### config.mk
export PLATFORM = sky130hd
export DESIGN_NAME = fetch_unit_flat
export DESIGN_NICKNAME = d
export VERILOG_FILES = /design/src/rtl/fetch_unit_if.sv /design/src/rtl/fetch_unit.sv /design/src/flat_wrapper.sv
export SDC_FILE = /design/constraint.sdc
export NUM_CORES = 1
export LEC_CHECK = 0
export ABC_CLOCK_PERIOD_IN_PS = 4700
export BUFFER_PORTS_ARGS = -buffer_cell sky130_fd_sc_hd__buf_4
export CAP_MARGIN = 20
export CORE_AREA = 2 2 101 128
export DETAILED_ROUTE_END_ITERATION = 16
export DIE_AREA = 0 0 103 130
export GPL_ROUTABILITY_DRIVEN = 1
export PLACE_DENSITY = 0.77
export SLEW_MARGIN = 30
export SYNTH_ARGS = -nofsm -noshare
export SYNTH_HDL_FRONTEND = slang
export SYNTH_SLANG_ARGS = --single-unit
### constraint.sdc
create_clock -name clk -period 4.7 [get_ports clk]
set_input_delay 0.705 -clock clk [delete_from_list [all_inputs] [get_ports clk]]
set_output_delay 0.705 -clock clk [all_outputs]
set_load 0.05 [all_outputs]
### src/rtl/fetch_unit_if.sv
// Fetch unit bus bundle: imem request/response, decode handshake and redirect.
// The fetch unit connects through the master modport; the environment uses slave.
interface fetch_unit_if #(
  parameter int unsigned ADDR_W = 16,
  parameter int unsigned DATA_W = 16
);
  logic              redirect;
  logic [ADDR_W-1:0] redirect_pc;
  logic              imem_req;
  logic [ADDR_W-1:0] imem_addr;
  logic              imem_gnt;
  logic              imem_rvalid;
  logic [DATA_W-1:0] imem_rdata;
  logic              id_valid;
  logic              id_ready;
  logic [DATA_W-1:0] id_instr;
  logic [ADDR_W-1:0] id_pc;
  logic [ADDR_W-1:0] pc_out;

  modport master (
    input  redirect, redirect_pc, imem_gnt, imem_rvalid, imem_rdata, id_ready,
    output imem_req, imem_addr, id_valid, id_instr, id_pc, pc_out
  );

  modport slave (
    output redirect, redirect_pc, imem_gnt, imem_rvalid, imem_rdata, id_ready,
    input  imem_req, imem_addr, id_valid, id_instr, id_pc, pc_out
  );
endinterface

### src/rtl/fetch_unit.sv
// Instruction-fetch front end: fetch PC, imem request FSM, instruction buffer, decode handshake.
// Optional FETCH_PERF_EN adds saturating bubble/flush counters.
module fetch_unit #(
  parameter int unsigned       ADDR_W   = 16,
  parameter int unsigned       DATA_W   = 16,
  parameter logic [ADDR_W-1:0] RESET_PC = '0,
  parameter int unsigned       DEPTH    = 2
) (
  input  logic        clk,
  input  logic        rst_n,
  fetch_unit_if.master bus
`ifdef FETCH_PERF_EN
  ,
  output logic [15:0] bubble_cnt,
  output logic [15:0] flush_cnt
`endif
);

  localparam int unsigned PTR_W = (DEPTH > 1) ? $clog2(DEPTH) : 1;
  localparam int unsigned OCC_W = PTR_W + 1;

  typedef enum logic [1:0] {IDLE, REQ, WAIT, DROP} state_e;

  typedef struct packed {
    logic [DATA_W-1:0] instr;
    logic [ADDR_W-1:0] pc;
  } entry_t;

  state_e            state_q, state_d;
  logic [ADDR_W-1:0] fetch_pc_q, fetch_pc_d;
  logic [ADDR_W-1:0] req_addr_q, req_addr_d;
  entry_t            mem_q [DEPTH];
  entry_t            mem_d [DEPTH];
  logic [PTR_W-1:0]  wr_ptr_q, wr_ptr_d;
  logic [PTR_W-1:0]  rd_ptr_q, rd_ptr_d;
  logic [OCC_W-1:0]  occ_q, occ_d;
  logic              imem_req_q, imem_req_d;
  logic              id_valid_q, id_valid_d;
  logic [DATA_W-1:0] id_instr_q, id_instr_d;
  logic [ADDR_W-1:0] id_pc_q, id_pc_d;

  logic grant;
  logic push;
  logic pop;
  logic credit;

  // Next-state, buffer update and registered-output precompute
  always_comb begin
    state_d    = state_q;
    fetch_pc_d = fetch_pc_q;
    req_addr_d = req_addr_q;
    mem_d      = mem_q;
    wr_ptr_d   = wr_ptr_q;
    rd_ptr_d   = rd_ptr_q;
    occ_d      = occ_q;
    push       = 1'b0;
    pop        = id_valid_q && bus.id_ready;
    grant      = (state_q == REQ) && bus.imem_gnt;
    credit     = 1'b0;

    unique case (state_q)
      IDLE: ;
      REQ: begin
        if (grant) begin
          fetch_pc_d = fetch_pc_q + ADDR_W'(2);
          req_addr_d = fetch_pc_q;
          state_d    = WAIT;
        end
      end
      WAIT: begin
        if (bus.imem_rvalid) push = 1'b1;
      end
      DROP: begin
        if (bus.imem_rvalid) state_d = REQ;
      end
      default: state_d = IDLE;
    endcase

    if (push) begin
      mem_d[wr_ptr_q] = '{instr: bus.imem_rdata, pc: req_addr_q};
      wr_ptr_d        = wr_ptr_q + PTR_W'(1);
    end
    if (pop) rd_ptr_d = rd_ptr_q + PTR_W'(1);
    occ_d  = occ_q + OCC_W'(push) - OCC_W'(pop);
    credit = (occ_d < OCC_W'(DEPTH));

    // Only one request is ever outstanding, so credit only needs the occupancy
    if (state_q == IDLE && credit) state_d = REQ;
    if (state_q == WAIT && push)   state_d = credit ? REQ : IDLE;

    // Redirect overrides everything: flush buffer, restart at the new PC
    if (bus.redirect) begin
      fetch_pc_d = bus.redirect_pc & ~ADDR_W'(1);
      wr_ptr_d   = '0;
      rd_ptr_d   = '0;
      occ_d      = '0;
      unique case (state_q)
        IDLE:    state_d = REQ;
        REQ:     state_d = grant ? DROP : REQ;
        WAIT:    state_d = bus.imem_rvalid ? REQ : DROP;
        DROP:    state_d = DROP;
        default: state_d = IDLE;
      endcase
    end

    imem_req_d = (state_d == REQ);
    id_valid_d = (occ_d != '0);
    id_instr_d = mem_d[rd_ptr_d].instr;
    id_pc_d    = mem_d[rd_ptr_d].pc;
  end

  always_ff @(posedge clk or negedge rst_n) begin
    if (!rst_n) begin
      state_q    <= IDLE;
      fetch_pc_q <= RESET_PC;
      req_addr_q <= '0;
      mem_q      <= '{default: '0};
      wr_ptr_q   <= '0;
      rd_ptr_q   <= '0;
      occ_q      <= '0;
      imem_req_q <= 1'b0;
      id_valid_q <= 1'b0;
      id_instr_q <= '0;
      id_pc_q    <= '0;
    end else begin
      state_q    <= state_d;
      fetch_pc_q <= fetch_pc_d;
      req_addr_q <= req_addr_d;
      mem_q      <= mem_d;
      wr_ptr_q   <= wr_ptr_d;
      rd_ptr_q   <= rd_ptr_d;
      occ_q      <= occ_d;
      imem_req_q <= imem_req_d;
      id_valid_q <= id_valid_d;
      id_instr_q <= id_instr_d;
      id_pc_q    <= id_pc_d;
    end
  end

  assign bus.imem_req  = imem_req_q;
  assign bus.imem_addr = fetch_pc_q;
  assign bus.pc_out    = fetch_pc_q;
  assign bus.id_valid  = id_valid_q;
  assign bus.id_instr  = id_instr_q;
  assign bus.id_pc     = id_pc_q;

`ifdef FETCH_PERF_EN
  logic [15:0] bubble_q, bubble_d;
  logic [15:0] flush_q, flush_d;

  // Saturating counters for decode bubbles and redirects
  always_comb begin
    bubble_d = bubble_q;
    flush_d  = flush_q;
    if (!id_valid_q && bus.id_ready && bubble_q != 16'hFFFF) bubble_d = bubble_q + 16'd1;
    if (bus.redirect && flush_q != 16'hFFFF)                 flush_d  = flush_q + 16'd1;
  end

  always_ff @(posedge clk or negedge rst_n) begin
    if (!rst_n) begin
      bubble_q <= '0;
      flush_q  <= '0;
    end else begin
      bubble_q <= bubble_d;
      flush_q  <= flush_d;
    end
  end

  assign bubble_cnt = bubble_q;
  assign flush_cnt  = flush_q;
`endif

endmodule

### src/flat_wrapper.sv
// flat-port wrapper written by rule: the top's interface ports become plain ports
module fetch_unit_flat 
#(
  parameter int unsigned       ADDR_W   = 16,
  parameter int unsigned       DATA_W   = 16,
  parameter logic [ADDR_W-1:0] RESET_PC = '0,
  parameter int unsigned       DEPTH    = 2
)
  (clk, rst_n, bus_redirect, bus_redirect_pc, bus_imem_gnt, bus_imem_rvalid, bus_imem_rdata, bus_id_ready, bus_imem_req, bus_imem_addr, bus_id_valid, bus_id_instr, bus_id_pc, bus_pc_out);
  fetch_unit_if #(.ADDR_W(ADDR_W), .DATA_W(DATA_W)) bus_i ();
  input  logic clk;
  input  logic rst_n;
  input wire logic [$bits(bus_i.redirect)-1:0] bus_redirect;
  input wire logic [$bits(bus_i.redirect_pc)-1:0] bus_redirect_pc;
  input wire logic [$bits(bus_i.imem_gnt)-1:0] bus_imem_gnt;
  input wire logic [$bits(bus_i.imem_rvalid)-1:0] bus_imem_rvalid;
  input wire logic [$bits(bus_i.imem_rdata)-1:0] bus_imem_rdata;
  input wire logic [$bits(bus_i.id_ready)-1:0] bus_id_ready;
  output wire logic [$bits(bus_i.imem_req)-1:0] bus_imem_req;
  output wire logic [$bits(bus_i.imem_addr)-1:0] bus_imem_addr;
  output wire logic [$bits(bus_i.id_valid)-1:0] bus_id_valid;
  output wire logic [$bits(bus_i.id_instr)-1:0] bus_id_instr;
  output wire logic [$bits(bus_i.id_pc)-1:0] bus_id_pc;
  output wire logic [$bits(bus_i.pc_out)-1:0] bus_pc_out;
  assign bus_i.redirect = bus_redirect;
  assign bus_i.redirect_pc = bus_redirect_pc;
  assign bus_i.imem_gnt = bus_imem_gnt;
  assign bus_i.imem_rvalid = bus_imem_rvalid;
  assign bus_i.imem_rdata = bus_imem_rdata;
  assign bus_i.id_ready = bus_id_ready;
  assign bus_imem_req = bus_i.imem_req;
  assign bus_imem_addr = bus_i.imem_addr;
  assign bus_id_valid = bus_i.id_valid;
  assign bus_id_instr = bus_i.id_instr;
  assign bus_id_pc = bus_i.id_pc;
  assign bus_pc_out = bus_i.pc_out;
  fetch_unit #(.ADDR_W(ADDR_W), .DATA_W(DATA_W), .RESET_PC(RESET_PC), .DEPTH(DEPTH)) u_core (.clk(clk), .rst_n(rst_n), .bus(bus_i));
endmodule
==> metrics.txt <==
# TYPE chip_impl_metric gauge
chip_impl_info{name="critPathKind",value="flip-flop to flip-flop"} 1
chip_impl_metric{name="synth.yosys.seq_area_share",unit="%"} 51.01
chip_impl_metric{name="worst-path-max-fanout",unit=""} 36
chip_impl_metric{name="timing_hold_violations_final",unit=""} 0
chip_impl_metric{name="worstMarginPinSlew",unit="ns"} 0.8145
chip_impl_metric{name="synth_fa_ha_area_share",unit="%"} 0.5710
chip_impl_metric{name="place_congestion",unit=""} 0.7889
chip_impl_metric{name="placeableCoreArea",unit="um2"} 12320
chip_impl_info{name="path_cells",value="nand3b_4 > nor2_4 > buf_4 > o21ai_0"} 1
chip_impl_metric{name="p_leak",unit="nW"} 3.621
chip_impl_metric{name="power.ir.vdd_worst",unit="mV"} 0.3033
chip_impl_metric{name="dpl.cell_count",unit=""} 876
chip_impl_info{name="synthTopCellsByCount",value="sky130_fd_sc_hd__dfrtp_1 (134), sky130_fd_sc_hd__nand2_1 (88), sky130_fd_sc_hd__o21ai_0 (71), sky130_fd_sc_hd__nor2_1 (65), sky130_fd_sc_hd__mux2_2 (44)"} 1
chip_impl_metric{name="ys_seq_elements",unit=""} 134
chip_impl_metric{name="synth_edf_count",unit=""} 0
chip_impl_metric{name="dieArea",unit="um2"} 13390
chip_impl_metric{name="multiplexer_fraction_of_the_synthesized_cell_area",unit="%"} 12.56
chip_impl_metric{name="finalNetCount",unit=""} 768
chip_impl_metric{name="post_cts_resize_count",unit=""} 0
chip_impl_metric{name="cp.arrival",unit="ns"} 2.69
chip_impl_metric{name="syn-instance-count",unit=""} 659
chip_impl_metric{name="final_period_minus_worst_setup_slack",unit="ns"} 2.414
chip_impl_metric{name="post_synth_arst_share",unit="%"} 100.0
chip_impl_metric{name="initialDrtViolationCount",unit=""} 339
chip_impl_metric{name="timing.reg2reg.setup_slack",unit="ns"} 2.29
chip_impl_metric{name="crit_path_max_incr_delay",unit="ns"} 0.74
chip_impl_info{name="tritoncts",value="yes"} 1
chip_impl_metric{name="yosysWarningCount",unit=""} 0
chip_impl_info{name="ctsRootBufferMaster",value="sky130_fd_sc_hd__clkbuf_16"} 1
chip_impl_info{name="worst_setup_path_end_kind",value="flip-flop"} 1
chip_impl_metric{name="maxCapViolCount",unit=""} 0
chip_impl_metric{name="hold_buffer_count_at_cts",unit=""} 0
chip_impl_metric{name="number_of_nets_still_failing_antenna_checks_after_routing",unit=""} 0
chip_impl_info{name="ys_top_cells_by_area",value="sky130_fd_sc_hd__dfrtp_1 (51%), sky130_fd_sc_hd__mux2_2 (7.5%), sky130_fd_sc_hd__o21ai_0 (5.4%)"} 1
chip_impl_metric{name="number_of_detailed_routing_iterations_run_before_antenna_repair",unit=""} 5
chip_impl_metric{name="rows",unit=""} 46
chip_impl_metric{name="clock_sinks",unit=""} 134
chip_impl_info{name="worst_path_max_delay_cell",value="sky130_fd_sc_hd__nor2_4"} 1
chip_impl_info{name="crit_path_end",value="u_core.mem_q[44]$_DFF_PN0_"} 1
chip_impl_metric{name="clock_insertion_delay_worst_skew",unit="ns"} 0.41
chip_impl_metric{name="synth_xor_xnor_area_share",unit="%"} 2.265
chip_impl_info{name="cell_taking_the_most_area_after_synthesis",value="sky130_fd_sc_hd__dfrtp_1"} 1
chip_impl_metric{name="synth_top_area_share",unit="%"} 51.01
chip_impl_metric{name="tritoncts.num_buffers",unit=""} 17
chip_impl_metric{name="grt_antenna_before_repair",unit=""} 0
chip_impl_metric{name="number_of_antenna_repair_diodes",unit=""} 0
chip_impl_metric{name="pre_cts_ws",unit="ns"} 1.928
chip_impl_metric{name="gr-usage-all-layers",unit="%"} 23.25
chip_impl_metric{name="ctsHtreeMaxLevel",unit=""} 4
chip_impl_metric{name="final.setup.tns",unit="ns"} 0
chip_impl_metric{name="layout.filler_cells",unit=""} 993
chip_impl_metric{name="number_of_unique_standard_cell_types_used_by_synthesis",unit=""} 34
chip_impl_metric{name="boundaryPins",unit=""} 104
chip_impl_info{name="synth_ff_type",value="sky130_fd_sc_hd__dfrtp_1"} 1
chip_impl_metric{name="floorplan.die.height",unit="um"} 130
chip_impl_metric{name="drt-total-wl",unit="um"} 14710
chip_impl_metric{name="grt_total_ovfl",unit=""} 0
chip_impl_info{name="worst_setup_path_startpoint",value="u_core.state_q[0]$_DFF_PN0_"} 1
chip_impl_metric{name="port-buffer-count",unit=""} 100
chip_impl_metric{name="post-route-period-util",unit="%"} 51.36
chip_impl_metric{name="clk_path_buf_depth",unit=""} 2
chip_impl_metric{name="grt_start_max_net_pins",unit=""} 90
chip_impl_metric{name="detailroute.via_count",unit=""} 5014
chip_impl_metric{name="synthesis.area",unit="um2"} 6574
chip_impl_metric{name="floorplan.initialDensity",unit="%"} 53.37
chip_impl_metric{name="routedWlPerCell",unit="um"} 16.24
chip_impl_metric{name="synth_area_per_cell",unit="um2"} 9.975
chip_impl_metric{name="drv_slew",unit=""} 0
chip_impl_metric{name="drc_errors",unit=""} 0
chip_impl_metric{name="path_clk_slew",unit="ns"} 0.06
chip_impl_metric{name="layout-drive-gt1-share",unit="%"} 24.93
chip_impl_info{name="outcome",value="finished, final reports clean"} 1
chip_impl_metric{name="postCtsSetupRepairBufs",unit=""} 0
chip_impl_metric{name="worst_r2r_path_depth",unit=""} 4
chip_impl_metric{name="synthSimpleGateAreaFrac",unit="%"} 12.20
chip_impl_info{name="grt_setup_unrepaired",value="false"} 1
chip_impl_metric{name="via_count_of_the_first_global_routing_pass",unit=""} 5127
chip_impl_metric{name="timing.clock.skew",unit="ns"} 0.007310
chip_impl_metric{name="vias_per_cell",unit=""} 5.534
chip_impl_info{name="startpoint_type",value="flip-flop"} 1
chip_impl_metric{name="die_width",unit="um"} 103
chip_impl_info{name="synth_most_common_cell",value="sky130_fd_sc_hd__dfrtp_1"} 1
chip_impl_metric{name="synth_compound_area_share",unit="%"} 14.20
chip_impl_metric{name="layoutNonFillerInstCount",unit=""} 906
chip_impl_metric{name="utilization",unit="%"} 63.39
chip_impl_info{name="r2r_end",value="u_core.mem_q[44]$_DFF_PN0_"} 1
chip_impl_metric{name="dp_hpwl",unit="um"} 9093
chip_impl_metric{name="setup-violations-final",unit=""} 0
chip_impl_info{name="crit-reg2reg-launch",value="u_core.state_q[0]$_DFF_PN0_"} 1
chip_impl_metric{name="postLayoutSetupSlackWorst",unit="ns"} 2.286
chip_impl_metric{name="placed_instance_area",unit="um2"} 7278
chip_impl_metric{name="global_route_wire_length_before_repair",unit="um"} 24320
chip_impl_metric{name="layout_cell_area_excl_fill",unit="um2"} 7807
chip_impl_metric{name="max_freq",unit="MHz"} 414.3
chip_impl_info{name="main_combinational_cell_family_by_area_after_synthesis",value="compound AO/OA/AOI/OAI gates"} 1
chip_impl_info{name="worstHoldPathType",value="input port to async pin"} 1
chip_impl_metric{name="timing.max_slew.rel_slack",unit="%"} 45.70
chip_impl_metric{name="synthToLayoutAreaGrowth",unit="%"} 18.77
chip_impl_metric{name="required",unit="ns"} 4.97
chip_impl_metric{name="power_density",unit="nW/um2"} 647.9
-- metrics by stage --
step                      total power (W)  hold WS, ns
after floorplan                  0.003305       0.4094
after global placement           0.003768       0.4569
after detailed placement         0.003881       0.4766
after CTS                        0.005088       0.3912
after global routing             0.005347       0.4163
final                            0.005059       0.3447
-- registers in the layout, indices dropped and copies added, names as in the netlist, 2 cells and up --
name and count:
u_core.bus.id_instr 16, u_core.bus.id_pc 16, u_core.req_addr_q 15, u_core.bus.imem_addr 15
u_core.occ_q 2, u_core.mem_q 64, u_core.state_q 2
-- power breakdown --
part | switching [W] | internal (W)
Combinational | 0.00127 | 0.000761
Sequential | 0.000274 | 0.00156
Clock | 0.000453 | 0.000735
-- how the worst min path moves through the flow --
| stage | startpoint | to | cells past startpoint |
|---|---|---|---|
| after global routing | rst_n | u_core.mem_q[25]$_DFF_PN0_ | 1 |
| after CTS | rst_n | u_core.bus.id_pc[8]$_DFF_PN0_ | 1 |
| final | rst_n | u_core.mem_q[25]$_DFF_PN0_ | 1 |
| after floorplan | rst_n | u_core.bus.id_instr[0]$_DFF_PN0_ | 0 |
| after global placement | u_core.mem_q[30]$_DFF_PN0_ | u_core.mem_q[30]$_DFF_PN0_ | 2 |
| after detailed placement | u_core.mem_q[30]$_DFF_PN0_ | u_core.mem_q[30]$_DFF_PN0_ | 2 |
-- layout make-up --
class                   count  area [um2]  area share (%)
clock buffers              26       509.2           6.522
clock inverters             4       20.02          0.2564
inverters                  40       152.6           1.955
multi-input cells         428        2763           35.38
flip-flops and latches    134        3353           42.95
well taps                 168       210.2           2.692
repair buffers            106       799.5           10.24
-- logic make-up after synthesis --
group,Yosys count
AOI/OAI and AO/OA,144
xor gates and xnor gates,17
adders and majority gates,3
buffers and inverters,98
DFF,134
muxes,77
other,1
and+or+nand+nor,185
-- layout by cell type (no fill, tap or decap), types with 3 or more instances in the layout --
master and instances:
sky130_fd_sc_hd__o21a_1 30, sky130_fd_sc_hd__clkbuf_8 5, sky130_fd_sc_hd__nor2_1 64, sky130_fd_sc_hd__nand3_1 5
sky130_fd_sc_hd__clkbuf_1 4, sky130_fd_sc_hd__nand2_1 88, sky130_fd_sc_hd__mux2_2 44, sky130_fd_sc_hd__buf_4 105
sky130_fd_sc_hd__nor4_1 5, sky130_fd_sc_hd__inv_1 38, sky130_fd_sc_hd__nand4_1 5, sky130_fd_sc_hd__nor2b_1 3
sky130_fd_sc_hd__a22o_1 30, sky130_fd_sc_hd__dfrtp_1 134, sky130_fd_sc_hd__mux2i_1 33, sky130_fd_sc_hd__xnor2_1 12
sky130_fd_sc_hd__nor3_1 6, sky130_fd_sc_hd__ha_1 3, sky130_fd_sc_hd__nand4b_1 3, sky130_fd_sc_hd__clkinv_2 4
sky130_fd_sc_hd__o21ai_1 6, sky130_fd_sc_hd__clkbuf_16 17, sky130_fd_sc_hd__xor2_1 5, sky130_fd_sc_hd__o21ai_0 71
-- layer usage --
metal  wire length, um  up-vias  global-route usage [%]  part of all wire [%]
met5                 0        -                       0                     0
met4               256        0                   9.675                   1.7
met3               848       24                   5.356                   5.8
met2              7460      172                   39.11                    51
met1              6146     2471                   28.69                    42
li1                  -     2347                       -                     -
-- worst max-delay path, delay by kind of cell, from the launching register on --
kind            cells  cell delay, ns
buf+inv             1            0.40
simple gates        2            1.25
flops               1            0.46
compound gates      1            0.14
No activity file was read; power rests on OpenSTA's default activity.
